**src/rtl/fft_pkg.sv**
```systemverilog
// Shared defaults, state encoding and index types for the radix-2 FFT stage sequencer.
package fft_pkg;

    localparam int unsigned N_DEF       = 64;
    localparam int unsigned LOG2N_DEF   = 6;
    localparam int unsigned STAGE_W_DEF = $clog2(LOG2N_DEF);

    typedef enum logic [2:0] {
        IDLE,
        LOAD,
        RUN,
        DRAIN,
        DONE
    } state_t;

    typedef logic [LOG2N_DEF-1:0]   idx_t;
    typedef logic [LOG2N_DEF-2:0]   tw_t;
    typedef logic [STAGE_W_DEF-1:0] stage_t;

endpackage

```
**src/rtl/fft_stage_sequencer_index_gen.sv**
```systemverilog
// Combinational butterfly address generator: (stage, k) -> top/bottom operand and twiddle index.
module fft_index_gen
    import fft_pkg::*;
#(
    parameter int unsigned LOG2N = LOG2N_DEF
) (
    input  logic [$clog2(LOG2N)-1:0] stage,
    input  logic [LOG2N-2:0]         k,
    output logic [LOG2N-1:0]         idx_top_c,
    output logic [LOG2N-1:0]         idx_bot_c,
    output logic [LOG2N-2:0]         tw_idx_c
);

    localparam int unsigned SW = $clog2(LOG2N);

    logic [LOG2N-1:0] k_ext;
    logic [LOG2N-1:0] span;
    logic [LOG2N-1:0] pos;
    logic [LOG2N-1:0] grp;
    logic [LOG2N-1:0] top;
    logic [SW-1:0]    tw_shift;

    // pos < span <= N/2, so the twiddle fits in LOG2N-1 bits before shifting
    always_comb begin
        k_ext     = {1'b0, k};
        span      = LOG2N'(1) << stage;
        pos       = k_ext & (span - LOG2N'(1));
        grp       = k_ext >> stage;
        top       = ((grp << stage) << 1) | pos;
        tw_shift  = SW'(LOG2N - 1) - stage;
        idx_top_c = top;
        idx_bot_c = top + span;
        tw_idx_c  = pos[LOG2N-2:0] << tw_shift;
    end

endmodule

```
**src/rtl/fft_stage_sequencer.sv**
```systemverilog
// Control FSM for the in-place radix-2 FFT: frame load, per-stage butterfly issue, pipeline drain, result hold.
module fft_stage_sequencer
    import fft_pkg::*;
#(
    parameter int unsigned N      = N_DEF,
    parameter int unsigned LOG2N  = LOG2N_DEF,
    parameter int unsigned BF_LAT = 2
) (
    input  logic                     clk,
    input  logic                     rst,
    input  logic                     in_valid,
    output logic                     in_ready,
    output logic                     load,
    output logic                     bf_valid,
    input  logic                     bf_ready,
    output logic [LOG2N-1:0]         idx_top,
    output logic [LOG2N-1:0]         idx_bot,
    output logic [LOG2N-2:0]         tw_idx,
    output logic [$clog2(LOG2N)-1:0] stage,
    output logic                     out_valid,
    input  logic                     out_ready,
    input  logic                     flush,
    output logic                     busy
);

    localparam int unsigned SW = $clog2(LOG2N);
    localparam int unsigned KW = LOG2N - 1;
    localparam int unsigned CW = (BF_LAT > 1) ? $clog2(BF_LAT) : 1;

    localparam logic [KW-1:0] K_LAST = KW'(N / 2 - 1);
    localparam logic [SW-1:0] S_LAST = SW'(LOG2N - 1);
    localparam logic [CW-1:0] C_LAST = CW'(BF_LAT - 1);

    state_t        state;
    state_t        state_next;
    logic [KW-1:0] k;
    logic [KW-1:0] k_next;
    logic [SW-1:0] stage_next;
    logic [CW-1:0] cnt;
    logic [CW-1:0] cnt_next;
    logic          stage_end;

    logic [LOG2N-1:0] idx_top_c;
    logic [LOG2N-1:0] idx_bot_c;
    logic [LOG2N-2:0] tw_idx_c;

    // Addresses are generated for the next (stage, k) so they register alongside bf_valid
    fft_index_gen #(
        .LOG2N (LOG2N)
    ) u_index_gen (
        .stage     (stage_next),
        .k         (k_next),
        .idx_top_c (idx_top_c),
        .idx_bot_c (idx_bot_c),
        .tw_idx_c  (tw_idx_c)
    );

    always_comb begin
        state_next = state;
        k_next     = k;
        stage_next = stage;
        cnt_next   = cnt;
        stage_end  = 1'b0;

        case (state)
            IDLE: begin
                if (in_valid) begin
                    state_next = LOAD;
                end
            end
            LOAD: begin
                state_next = RUN;
            end
            RUN: begin
                if (bf_ready) begin
                    if (k == K_LAST) begin
                        if (BF_LAT == 0) begin
                            stage_end = 1'b1;
                        end else begin
                            state_next = DRAIN;
                            cnt_next   = '0;
                        end
                    end else begin
                        k_next = k + KW'(1);
                    end
                end
            end
            DRAIN: begin
                if (cnt == C_LAST) begin
                    stage_end = 1'b1;
                end else begin
                    cnt_next = cnt + CW'(1);
                end
            end
            DONE: begin
                if (out_ready) begin
                    state_next = IDLE;
                    stage_next = '0;
                end
            end
            default: begin
                state_next = IDLE;
            end
        endcase

        if (stage_end) begin
            k_next = '0;
            if (stage == S_LAST) begin
                state_next = DONE;
            end else begin
                stage_next = stage + SW'(1);
                state_next = RUN;
            end
        end

        // Abort wins over every other transition, including a same-cycle in_valid/out_ready
        if (flush) begin
            state_next = IDLE;
            k_next     = '0;
            stage_next = '0;
            cnt_next   = '0;
        end
    end

    // Datapath registers update on the falling edge; outputs are registered next-state decodes
    always_ff @(negedge clk or negedge rst) begin
        if (!rst) begin
            state     <= IDLE;
            k         <= '0;
            stage     <= '0;
            cnt       <= '0;
            in_ready  <= 1'b1;
            load      <= 1'b0;
            bf_valid  <= 1'b0;
            out_valid <= 1'b0;
            busy      <= 1'b0;
            idx_top   <= '0;
            idx_bot   <= '0;
            tw_idx    <= '0;
        end else begin
            state     <= state_next;
            k         <= k_next;
            stage     <= stage_next;
            cnt       <= cnt_next;
            in_ready  <= (state_next == IDLE);
            load      <= (state_next == LOAD);
            bf_valid  <= (state_next == RUN);
            out_valid <= (state_next == DONE);
            busy      <= (state_next != IDLE);
            idx_top   <= idx_top_c;
            idx_bot   <= idx_bot_c;
            tw_idx    <= tw_idx_c;
        end
    end

endmodule

```
**config.mk**
```make
export PLATFORM = sky130hd
export DESIGN_NAME = fft_stage_sequencer
export DESIGN_NICKNAME = d
export VERILOG_FILES = /design/src/rtl/fft_pkg.sv /design/src/rtl/fft_stage_sequencer_index_gen.sv /design/src/rtl/fft_stage_sequencer.sv
export SDC_FILE = /design/constraint.sdc
export NUM_CORES = 1
export LEC_CHECK = 0
export ABC_AREA = 1
export CORE_AREA = 2 2 63 65
export DETAILED_ROUTE_END_ITERATION = 7
export DIE_AREA = 0 0 65 67
export MAX_ROUTING_LAYER = met4
export PLACE_DENSITY_LB_ADDON = 0.05
export SYNTH_ARGS = -nofsm -noshare
export SYNTH_HDL_FRONTEND = slang
export SYNTH_HIERARCHICAL = 1
export SYNTH_SLANG_ARGS = --single-unit
```
**constraint.sdc**
```tcl
create_clock -name clk -period 6.7 [get_ports clk]
set_clock_uncertainty 0.2 [all_clocks]
set_input_delay 1.675 -clock clk [delete_from_list [all_inputs] [get_ports clk]]
set_output_delay 1.675 -clock clk [all_outputs]
set_load 0.01 [all_outputs]
```
==> results.yml, run 1 <==
placement:
  place_inst: 390
  gp_congestion: 0.933
  post-dp-hpwl_microns: 3990
  place.port_buffers: 30
clocking:
  clock_path_buffers: 2
  clk_root_buffer_cell: "clkbuf_8"
  numCtsBuffers: 5
  cts_hold_buffers: 0
  h_tree_depth: 2
  cts_sinks: 34
grt:
  grt_use_total_pct: 84.3
  grt_start_max_net_pins: 15
  grt-ovfl-total: 194
die:
  fp-row-count: 22
  die_width_microns: 65
  num_io_pins: 31
  initial_core_util_pct: 57.2
  chipHeight_microns: 67
run_status:
  outcome: "did not finish"
  haltStage: "global routing"
  tool_error_message: "[ERROR GRT-0232] Routing congestion too high. Check the congestion heatmap in the GUI."
logic_synthesis:
  synthesis.nets: 272
  yosys_warnings: 6
  synth_top_cells_by_area: "dfrtn_1, nand2_1, inv_1"
  ys_seq_elements: 34
  ys_seq_area_share_pct: 41.3
  synthDistinctLibCells: 35
  syn_avg_cell_area_sq_um: 8.05
  synth-async-reset-ratio_pct: 100
  predominant_post_synthesis_flop_cell: "dfrtn_1"
  post-synth-top-area-fraction_pct: 40.0
  post_synth_instance_area_sq_um: 2060
  synth_top_area_cell: "dfrtn_1"
  synth_edf_count: 0
  netlist_instances: 256
sta:
  worstEndpointType: "register data pin"
  timing.grt.repair.worst_endpoint: "idx_bot[3]$_DFF_NN0_/D"
-- routing by layer --
| layer | global-route usage (%) | GRT overflow |
|---|---|---|
| met1 | 75.5 | 0 |
| met2 | 106 | 100 |
| met3 | 53.5 | 2 |
| met4 | 110 | 92 |
| met5 | - | - |
-- cells by family after synthesis --
family / count (synthesis) / synth area share [%]
XOR/XNOR: 4 / 1.70
adder cells (fa/ha/maj): 10 / 6.43
flip-flops: 34 / 41.3
AND/OR/NAND/NOR: 126 / 30.3
buffers and inverters: 48 / 10.3
other: 1 / 0.182
AO/OA/AOI/OAI: 33 / 9.71
-- cell usage after synthesis (2+ instances only) --
| cell type | instances |
|---|---|
| xor2_1 | 2 |
| nand3_2 | 6 |
| nand4_1 | 2 |
| inv_2 | 4 |
| o22ai_1 | 3 |
| a21oi_1 | 11 |
| nand2_1 | 65 |
| nand2_2 | 6 |
| ha_1 | 9 |
| nor2_2 | 2 |
| nor2_4 | 4 |
| inv_1 | 39 |
| o21ai_2 | 2 |
| nor3_1 | 2 |
| buf_6 | 3 |
| dfrtn_1 | 33 |
| o21ai_1 | 4 |
| nand3_1 | 17 |
| nor2_1 | 18 |
| o21ai_0 | 8 |
| xnor2_1 | 2 |
-- timing repair --
action,CTS
resized for setup,56
setup buffers,18
pin swaps,31
setup endpoints to repair,16
gates cloned,0
-- per-stage QoR --
step / util [%] / cell area [sq um] / TNS, ps / setup slack, ps / hold WS [ps]
2_1_floorplan: - / 2160 / -1000 / -399 / 326
3_3_place_gp: 82.3 / 2970 / -9760 / -1020 / 360
3_5_place_dp: 82.3 / 2970 / -10970 / -1110 / 362
4_1_cts: 92.6 / 3340 / -877 / -263 / 370
==> run 2, diff against run 1 <==
CORE_AREA = 2 2 75 77   (was 2 2 63 65)
DIE_AREA = 0 0 77 79   (was 0 0 65 67)
MAX_ROUTING_LAYER = unset   (was met4)
PLACE_DENSITY_LB_ADDON = 0.15   (was 0.05)
==> run 2 against run 1 <==
  * The flow now finishes, with violations (setup timing)
  * Synthesized area did not move
  * Synthesized cell count did not move
==> results.yml, run 2 <==
clocking:
  clk_pin_slew_ps: 50
  clock_latency_reported_for_the_late_side_of_the_worst_skew_pair_ps: 290
  cts_hold_buffers: 0
  clk_root_buffer_cell: "clkbuf_8"
  cts_tree: "built"
  clock_path_buffers: 2
  numCtsBuffers: 5
  cts_sinks: 34
  h_tree_depth: 2
grt:
  antenna_found_initial: 0
  vias_in_the_first_global_route: 2051
  grt_start_max_net_pins: 26
  grt_pass1_wl_microns: 9120
  grt_use_total_pct: 18.7
  grt-ovfl-total: 0
setup_path:
  reg2reg_from: "k[0]$_DFF_NN0_"
  setup.worst_path.start: "flush"
  path_delay_family: "simple AND/OR/NAND/NOR gates"
  critPathRequiredTime_ps: 3290
  timing.critical_path.arrival_ps: 3510
  crit_path_end: "idx_bot[5]$_DFF_NN0_"
  timing.rr.end: "idx_bot[5]$_DFF_NN0_"
  critPathCaptureType: "flip-flop"
  critical_path_depth: 20
  startpoint_type: "primary input"
  number_of_cells_on_the_worst_reg_to_reg_path: 20
  timing.critical_path.buf_inv: 5
  critical-path-slowest-cell: "ha_4"
  timing_worst_setup_path_type: "primary input to flip-flop"
  critical_path_cell_by_cell: "buf_2 > inv_2 > nand2_2 > buf_4 > a21oi_2 > inv_1 > nand2_1 > nand3_2 > nand2_2 > nand2_2 > o21ai_2 > nand3_1 > nand3_2 > ha_4 > nand2_2 > inv_2 > nand3_2 > nand2_1 > nand2_1 > nand2_1"
  critPathMaxStageDelay_ps: 220
  setup_slack_of_the_worst_register_to_register_path_ps: 3730
  worstPathMaxFanout: 4
final_layout:
  post_route_cells_drive_above_1_share_pct: 47.4
  largest_registers: "idx_bot: 6 flops, idx_top: 6 flops"
  leading_cell_type_in_the_layout_fill_and_taps_excluded: "buf_4"
  final_cell_count_no_fill: 433
  nets: 376
  n_antenna_cell: 0
  layout_area_growth_over_synthesis_pct: 62.9
  mostFrequentLayoutCells: "buf_4, nand2_1, dfrtn_1, inv_1, clkdlybuf4s50_1"
run_status:
  violations: "setup timing"
  outcome: "finished, violations left"
logic_synthesis:
  synth_top_area_cell: "dfrtn_1"
  yosys_warnings: 6
  synthDistinctLibCells: 35
  predominant_post_synthesis_flop_cell: "dfrtn_1"
  post-synth-top-area-fraction_pct: 40.0
  synthMostInstantiatedCell: "nand2_1"
  synth_top_cells_by_area: "dfrtn_1, nand2_1, inv_1"
  post_synth_instance_area_sq_um: 2060
  synth-async-reset-ratio_pct: 100
  synth.top_cells.by_count: "nand2_1, inv_1, dfrtn_1"
  syn_avg_cell_area_sq_um: 8.05
  synth_edf_count: 0
  ys_seq_elements: 34
  ys_seq_area_share_pct: 41.3
  netlist_instances: 256
  synthesis.nets: 272
placement:
  post-dp-hpwl_microns: 3880
  place.port_buffers: 30
  gp_congestion: 0.875
  place_inst: 411
routing:
  drt-pass1-iter-count: 5
  vias_per_cell: 4.63
  first_iter_violations: 73
  num_vias: 2005
  route.antenna.remaining_nets: 0
  route.detailed.wl_per_inst_microns: 12.7
  drt-total-wl_microns: 5520
  post-route-drc-count: 0
die:
  dieArea_sq_um: 6080
  fp-row-count: 27
  core_region_area_sq_um: 5340
  die_width_microns: 77
  num_io_pins: 31
  initial_core_util_pct: 38.6
  chipHeight_microns: 79
sta:
  rsz0062_at_grt: "true"
  fin_worst_hold_slack_ps: 391
  setup-violations-final: 6
  max_slew_margin_pct: 63.7
  final-hold-violation-count: 0
  setup_ws_ps: -215
  tightestPinTransition_ps: 545
  final-max-slew-violation-count: 0
power_and_ir_drop:
  total_power_uw: 479
  power.density_nw_per_um2: 143
  irDropWorstVdd_mv: 0.0689
  total_leakage_power_uw: 0.00169
hold_path:
  timing.hold.worst.class: "flip-flop to flip-flop"
run:
  drv.max_cap_violation_count: 0
## run 2: worst min path at each step
stage,from,depth (start not counted),end,slack (ps)
after CTS,k[1]$_DFF_NN0_,2,k[1]$_DFF_NN0_,380
final,cnt$_DFFE_NN0P_,2,cnt$_DFFE_NN0P_,390
after floorplan,cnt$_DFFE_NN0P_,2,cnt$_DFFE_NN0P_,330
after detailed placement,cnt$_DFFE_NN0P_,2,cnt$_DFFE_NN0P_,390
after global routing,cnt$_DFFE_NN0P_,2,cnt$_DFFE_NN0P_,430
after global placement,cnt$_DFFE_NN0P_,2,cnt$_DFFE_NN0P_,380
## run 2: logic make-up (layout without fill, tap and decap cells)
family          after synthesis  in the layout  synth area share [%]
xor+xnor                      4              4                  1.70
flops                        34             34                  41.3
fa+ha+maj                    10             10                  6.43
simple gates                126            126                  30.3
compound gates               33             33                  9.71
other cells                   1              1                 0.182
buf+inv                      48            153                  10.3
## run 2: cell type report
class                           count  area [sq um]
Clock buffer                        6          93.8
Clock inverter                      3          11.3
Fill cell                         469          1980
Inverter                           44           178
Multi-Input combinational cell    174          1270
Sequential cell                    34           852
Tap cell                           72          90.1
Timing Repair Buffer              100           858
## run 2: metal layers
metal / GRT usage (%) / share of wire (%) / vias to the layer above
li1: - / - / 1011
met2: 33.2 / 52 / 37
met1: 23.5 / 44 / 952
met4: 4.82 / 0.82 / 0
met3: 3.30 / 3.3 / 5
met5: 0 / 0 / -
## run 2: worst min-delay path: stages, from the launching register on
cell,delay [ps]
dfrtn_1,490
a21oi_1,100
nor2_1,80
## run 2: report_power, final
group | internal (uW) | leakage (uW) | switching [uW]
clock network | 94.1 | 0.0000643 | 79.1
logic | 43.1 | 0.00117 | 42.0
registers | 216 | 0.000457 | 5.03
## run 2: metrics by stage
step	TNS, ps	cell area [sq um]	setup slack, ps	utilization (%)
floorplan	-1000	2160	-399	-
global placement	-10070	2960	-1050	55.4
detailed placement	-10730	2960	-1110	55.4
CTS	-932	3230	-252	60.5
global route	-1810	3360	-373	62.9
finish	-889	3360	-215	62.9
## run 2: what timing repair did
| item | in CTS | in global routing |
|---|---|---|
| buffers inserted | 11 | 6 |
| gates resized for setup | 45 | 31 |
| pin swaps | 27 | 22 |
| endpoints found under the setup margin | 15 | 10 |
| gates cloned | 0 | 0 |
Power figures use the tool's default switching activity.
